`src/rtl/pipe_scoreboard_pkg.sv`:
```
// Shared sizing and latency constants for the pipeline hazard scoreboard.
package pipe_scoreboard_pkg;

    localparam int NREG     = 32;
    localparam int AW       = 5;
    localparam int LAT_W    = 3;
    localparam int CNT_W    = 32;

    localparam logic [LAT_W-1:0] LAT_ALU  = 3'd1;
    localparam logic [LAT_W-1:0] LAT_LOAD = 3'd2;
    localparam logic [LAT_W-1:0] LAT_FPU  = 3'd4;

endpackage

```
`src/rtl/pipe_scoreboard_if.sv`:
```
// ID-stage request bundle and the scoreboard's stall/issue answer.
import pipe_scoreboard_pkg::*;

interface pipe_scoreboard_if #(
    parameter int AW    = pipe_scoreboard_pkg::AW,
    parameter int LAT_W = pipe_scoreboard_pkg::LAT_W
);
    logic             id_valid;
    logic [AW-1:0]    id_rs1;
    logic [AW-1:0]    id_rs2;
    logic             id_use_rs1;
    logic             id_use_rs2;
    logic             id_regwrite;
    logic [AW-1:0]    id_rd;
    logic [LAT_W-1:0] id_lat;
    logic             stall;
    logic             issue;

    modport master (
        output id_valid, id_rs1, id_rs2, id_use_rs1, id_use_rs2,
               id_regwrite, id_rd, id_lat,
        input  stall, issue
    );

    modport slave (
        input  id_valid, id_rs1, id_rs2, id_use_rs1, id_use_rs2,
               id_regwrite, id_rd, id_lat,
        output stall, issue
    );
endinterface

```
`src/rtl/pipe_scoreboard_sb_entry.sv`:
```
// One register's remaining-latency countdown; issue load beats decrement.
module pipe_scoreboard_sb_entry #(
    parameter int LAT_W = 3
) (
    input  logic             clk,
    input  logic             rst,
    input  logic             hold,
    input  logic             load,
    input  logic [LAT_W-1:0] load_val,
    output logic             busy
);

    logic [LAT_W-1:0] cnt;

    always_ff @(posedge clk) begin
        if (rst)
            cnt <= '0;
        else if (load)
            cnt <= load_val;
        else if (!hold && cnt != '0)
            cnt <= cnt - 1'b1;
    end

    assign busy = (cnt != '0);

endmodule

```
`src/rtl/pipe_scoreboard.sv`:
```
// RAW/WAW hazard scoreboard beside ID: per-register countdowns, stall/issue
// decision and a stall-cycle performance counter.
import pipe_scoreboard_pkg::*;

module pipe_scoreboard #(
    parameter int NREG  = pipe_scoreboard_pkg::NREG,
    parameter int AW    = pipe_scoreboard_pkg::AW,
    parameter int LAT_W = pipe_scoreboard_pkg::LAT_W,
    parameter int CNT_W = pipe_scoreboard_pkg::CNT_W
) (
    input  logic                 clk,
    input  logic                 rst,
    input  logic                 hold,
    input  logic                 flush,
    pipe_scoreboard_if.slave     id_bus,
    output logic [NREG-1:0]      busy_mask,
    output logic [CNT_W-1:0]     stall_cnt
);

    logic             raw;
    logic             waw;
    logic             wr_en;
    logic [LAT_W-1:0] load_val;

    assign raw = (id_bus.id_use_rs1 && busy_mask[id_bus.id_rs1])
              || (id_bus.id_use_rs2 && busy_mask[id_bus.id_rs2]);
    assign waw = id_bus.id_regwrite && (id_bus.id_rd != '0) && busy_mask[id_bus.id_rd];

    assign id_bus.stall = id_bus.id_valid && (raw || waw);
    assign id_bus.issue = id_bus.id_valid && !id_bus.stall && !flush && !hold;

    // A latency of 0 behaves like 1: the result is forwardable next cycle.
    assign wr_en    = id_bus.issue && id_bus.id_regwrite && (id_bus.id_rd != '0);
    assign load_val = (id_bus.id_lat == '0) ? '0 : id_bus.id_lat - 1'b1;

    assign busy_mask[0] = 1'b0;

    for (genvar r = 1; r < NREG; r++) begin : g_entry
        pipe_scoreboard_sb_entry #(.LAT_W(LAT_W)) u_entry (
            .clk      (clk),
            .rst      (rst),
            .hold     (hold),
            .load     (wr_en && (id_bus.id_rd == AW'(r))),
            .load_val (load_val),
            .busy     (busy_mask[r])
        );
    end

    always_ff @(posedge clk) begin
        if (rst)
            stall_cnt <= '0;
        else if (id_bus.stall && !hold)
            stall_cnt <= stall_cnt + 1'b1;
    end

endmodule
```
`src/flat_wrapper.sv`:
```
// flat-port wrapper written by rule: the top's interface ports become plain ports
module pipe_scoreboard_flat 
#(
    parameter int NREG  = pipe_scoreboard_pkg::NREG,
    parameter int AW    = pipe_scoreboard_pkg::AW,
    parameter int LAT_W = pipe_scoreboard_pkg::LAT_W,
    parameter int CNT_W = pipe_scoreboard_pkg::CNT_W
)
  (clk, rst, hold, flush, busy_mask, stall_cnt, id_bus_id_valid, id_bus_id_rs1, id_bus_id_rs2, id_bus_id_use_rs1, id_bus_id_use_rs2, id_bus_id_regwrite, id_bus_id_rd, id_bus_id_lat, id_bus_stall, id_bus_issue);
  pipe_scoreboard_if #(.AW(AW), .LAT_W(LAT_W)) id_bus_i ();
  input  logic clk;
  input  logic rst;
  input  logic hold;
  input  logic flush;
  output logic [NREG-1:0] busy_mask;
  output logic [CNT_W-1:0] stall_cnt;
  input wire logic [$bits(id_bus_i.id_valid)-1:0] id_bus_id_valid;
  input wire logic [$bits(id_bus_i.id_rs1)-1:0] id_bus_id_rs1;
  input wire logic [$bits(id_bus_i.id_rs2)-1:0] id_bus_id_rs2;
  input wire logic [$bits(id_bus_i.id_use_rs1)-1:0] id_bus_id_use_rs1;
  input wire logic [$bits(id_bus_i.id_use_rs2)-1:0] id_bus_id_use_rs2;
  input wire logic [$bits(id_bus_i.id_regwrite)-1:0] id_bus_id_regwrite;
  input wire logic [$bits(id_bus_i.id_rd)-1:0] id_bus_id_rd;
  input wire logic [$bits(id_bus_i.id_lat)-1:0] id_bus_id_lat;
  output wire logic [$bits(id_bus_i.stall)-1:0] id_bus_stall;
  output wire logic [$bits(id_bus_i.issue)-1:0] id_bus_issue;
  assign id_bus_i.id_valid = id_bus_id_valid;
  assign id_bus_i.id_rs1 = id_bus_id_rs1;
  assign id_bus_i.id_rs2 = id_bus_id_rs2;
  assign id_bus_i.id_use_rs1 = id_bus_id_use_rs1;
  assign id_bus_i.id_use_rs2 = id_bus_id_use_rs2;
  assign id_bus_i.id_regwrite = id_bus_id_regwrite;
  assign id_bus_i.id_rd = id_bus_id_rd;
  assign id_bus_i.id_lat = id_bus_id_lat;
  assign id_bus_stall = id_bus_i.stall;
  assign id_bus_issue = id_bus_i.issue;
  pipe_scoreboard #(.NREG(NREG), .AW(AW), .LAT_W(LAT_W), .CNT_W(CNT_W)) u_core (.clk(clk), .rst(rst), .hold(hold), .flush(flush), .id_bus(id_bus_i), .busy_mask(busy_mask), .stall_cnt(stall_cnt));
endmodule
```
`config.mk`:
```
export PLATFORM = sky130hd
export DESIGN_NAME = pipe_scoreboard_flat
export DESIGN_NICKNAME = d
export VERILOG_FILES = /design/src/rtl/pipe_scoreboard_pkg.sv /design/src/rtl/pipe_scoreboard_if.sv /design/src/rtl/pipe_scoreboard_sb_entry.sv /design/src/rtl/pipe_scoreboard.sv /design/src/flat_wrapper.sv
export SDC_FILE = /design/constraint.sdc
export NUM_CORES = 1
export LEC_CHECK = 0
export BUFFER_PORTS_ARGS = -buffer_cell sky130_fd_sc_hd__buf_2
export CAP_MARGIN = 40
export CELL_PAD_IN_SITES_DETAIL_PLACEMENT = 0
export CELL_PAD_IN_SITES_GLOBAL_PLACEMENT = 2
export CORE_MARGIN = 2
export CORE_UTILIZATION = 30
export CTS_CLUSTER_DIAMETER = 50
export DETAILED_ROUTE_END_ITERATION = 7
export PLACE_DENSITY = 0.74
export SLEW_MARGIN = 25
export SYNTH_ARGS = -nofsm -noshare
export SYNTH_HDL_FRONTEND = slang
export SYNTH_SLANG_ARGS = --single-unit
```
`constraint.sdc`:
```
create_clock -name clk -period 4.4 [get_ports clk]
set_input_delay 0.88 -clock clk [delete_from_list [all_inputs] [get_ports clk]]
set_output_delay 0.88 -clock clk [all_outputs]
set_load 0.01 [all_outputs]
```
==> impl_results.md <==
- Status: finished clean
- Top Ports: between 90 and 100
- PwrDens: around 640 nW/um^2
- Measured slew at the worst slew-check pin: roughly 0.84 ns
- Routed len/inst: 16.98 um
- Die ar.: 31380 um^2
- TritonCTS Buffers: 17
- Slew HR: 0.4407
- Post-route ant nets: 0
- Final setup vio count: 0
- Yosys Warn Count: 0
- Final Non-Filler Cells: roughly 1500
- CP required: roughly 3.5 ns
- Instance area at placement: around 9600 um^2
- Die W: 177.1 um
- Syn Area/Cell: 8.079 um^2
- Final hold slack: 0.5080 ns
- Total power: 6.551 mW
- GPL Wtd Cong: 0.8622
- Share of Yosys cell area claimed by the top area cell type: 0.2783
- CP arrival: 3.13 ns
- Layout fillers: 3147
- Buffers added on ports: 90
- Setup repair bufs after CTS: 0
- Post-Syn Nets: roughly 1200
- Period utilization: 0.9114
- Setup_tns: 0 ns
- Pre-CTS WS: 0.3256 ns
- Die H: roughly 180 um
- Clock sink total: 125
- Layout area overhead: 13.33%
- First-pass GRT wire length: 41570 um
- Fraction of layout cells with a size suffix above 1: 0.1625
- GRT Util Overall: 0.1708
- Path category of the worst min-delay check: reg2reg
- Gr ovfl total: 0
- Critical Setup Path Class: in2out
- Synth cell types: between 60 and 70
- Share of the yosys chip area belonging to registers: 0.2783
- Clock share of power: 0.226
- Core Area: 29560 um^2
- Worst vdd ir: about 250 uV
- Later-pin clock latency in the skew report: 0.43 ns
- Largest net degree at the start of global routing: 81
- Area leader, netlist: dfxtp_1
- Root buffer cell: clkbuf_16
- LEAKAGE: 3.941 nW
- Fin crit period: 4.010 ns
- Dpl cells: 1514
- Cts-stage hold buffer count: 0
- Clock transition at path regs: 0.06 ns
- Setup ws final: between 0.3 and 0.4 ns
- RSZ-0062 raised after global routing: false
- Critical Path Fanout Max: 15
- Sw power: 2.785 mW
- Initial antenna violation count: 3
- Clock Path Buffers: 2
- Slew Viols, Final: 0
- Nets: roughly 1200
- CP Capture Type: output pin
- Logic pwr share: 0.524
- Vias per cell: 4.944
- Final design utilization: 0.3448
- Starting Density: 0.3042
- Post-synth EDFFs: 0
- Clock Skew: 0.01261 ns
- Power share of the sequential group: 0.251
- Via count: around 7700
- DP HPWL: 18570 um
- Ys async rst share: 0
- Syn Std Cell Area: about 9000 um^2
- DR iter-0 viols: approximately 380
- Mapped Cells: 1113
- Synthesized flop and latch total: about 130
- Sw Share: 0.4251
- DRC Markers: 0
- MaxCap Viol Count: 0
- CTS H-tree lvls: 4
- Crit start category: primary input
- Row count: 63
- Internal power: ~3.8 mW
- Post-route cell area: between 10000 and 15000 um^2
- Number of global-route vias before repair: 7340
- Top cells by area, synth: dfxtp_1 28%, ha_1 9.0%, nor2_1 5.3%
- Post-CTS sizing: 0
- CTS tree: built
- Drt pass-1 iters: 5
- Hold Vio Cnt, Final: 0
- F_max: 0.2494 GHz
- Top_reg_cell synth: dfxtp_1
- Routed wire length: approximately 26000 um
[cells in the mapped netlist (all sizes together) (11+ instances only)]
| cell | count |
|---|---|
| nand2b | 31 |
| mux2i | 23 |
| xnor2 | 48 |
| buf | 51 |
| nand3b | 11 |
| inv | 105 |
| o31ai | 56 |
| nand2 | 32 |
| a21o | 15 |
| o21ai | 88 |
| dfxtp | 125 |
| mux2 | 11 |
| mux4 | 13 |
| or3 | 17 |
| clkbuf | 45 |
| a211oi | 35 |
| a21oi | 33 |
| or4 | 14 |
| ha | 65 |
| nor2 | 128 |
| nand3 | 24 |
| nor2b | 55 |
[power groups by stage]
stage          Combinational [mW]  Sequential, mW  Clock (mW)
3_3_place_gp                 3.44            1.66           0
6_report                     3.43            1.64        1.48
4_1_cts                      3.47            1.64        1.51
2_1_floorplan                2.77            1.62           0
3_5_place_dp                 3.44            1.66           0
5_1_grt                      3.90            1.68        1.56
[area by class of cell]
cell class	instances	area [um^2]	area share
clock buffer	17	425.4	0.04174
multi-input combinational	787	5590	0.5486
timing repair buffer	108	608.1	0.05967
antenna	2	5.005	0.0004911
clock inverter	15	177.7	0.01743
sequential	125	2502	0.2455
tap	390	488.0	0.04788
inverter	105	394.1	0.03867
[worst paths after layout]
kind / start / endpoint / slack [ns] / cells past startpoint
max: id_bus_id_rd[3] / id_bus_stall / 0.39 / 9
min: u_core.stall_cnt[1] / u_core.stall_cnt[1] / 0.51 / 2
max reg2reg: u_core.g_entry[1].u_entry.cnt[0] / u_core.g_entry[12].u_entry.cnt[0] / 0.76 / 13
min reg2reg: u_core.stall_cnt[1] / u_core.stall_cnt[1] / 0.51 / 2
[per-layer routing]
layer	vias up	part of all wire	track usage
met5	-	0.00027	0
met4	2	0.016	0.05200
met3	27	0.030	0.02771
met2	112	0.48	0.2935
met1	3618	0.47	0.2185
li1	3900	-	-
[sequential cells by signal, indices dropped and copies added, names as in the netlist]
name,flops
u_core.stall_cnt,32
u_core.g_entry.u_entry.cnt,93
[worst max-delay path: stages]
cell and delay (ns):
buf_2 0.19, or3b_1 0.38, a2111oi_0 0.53, or4_1 0.20
a311oi_1 0.07, a311oi_4 0.33, nand2_1 0.21, and2_1 0.20
buf_2 0.13
[cell families after synthesis]
logic type / Yosys count / share of synthesized area
AOI/OAI and AO/OA: 267 / 0.2005
xor gates and xnor gates: 50 / 0.04870
adders and majority gates: 65 / 0.09044
buffers and inverters: 201 / 0.1006
DFF: 125 / 0.2783
muxes: 47 / 0.07194
other: 1 / 0.0004170
and+or+nand+nor: 357 / 0.2091
[layout by cell type (no fill, tap or decap), types with 6 or more instances in the layout]
cell type / n
nor2_1: 128
dfxtp_1: 125
inv_1: 104
buf_2: 89
o21ai_0: 79
ha_1: 65
o31ai_1: 56
nor2b_1: 55
xnor2_1: 48
a211oi_1: 34
a21oi_1: 33
nand2_1: 32
nand2b_1: 31
nand3_1: 24
mux2i_1: 23
buf_4: 18
or3_1: 17
clkbuf_16: 17
a21o_1: 15
mux4_2: 13
or4_1: 13
mux2_2: 11
nand3b_1: 10
and3_1: 9
o21ai_1: 9
inv_6: 6
Note: power is estimated with default switching activity, not from simulation.
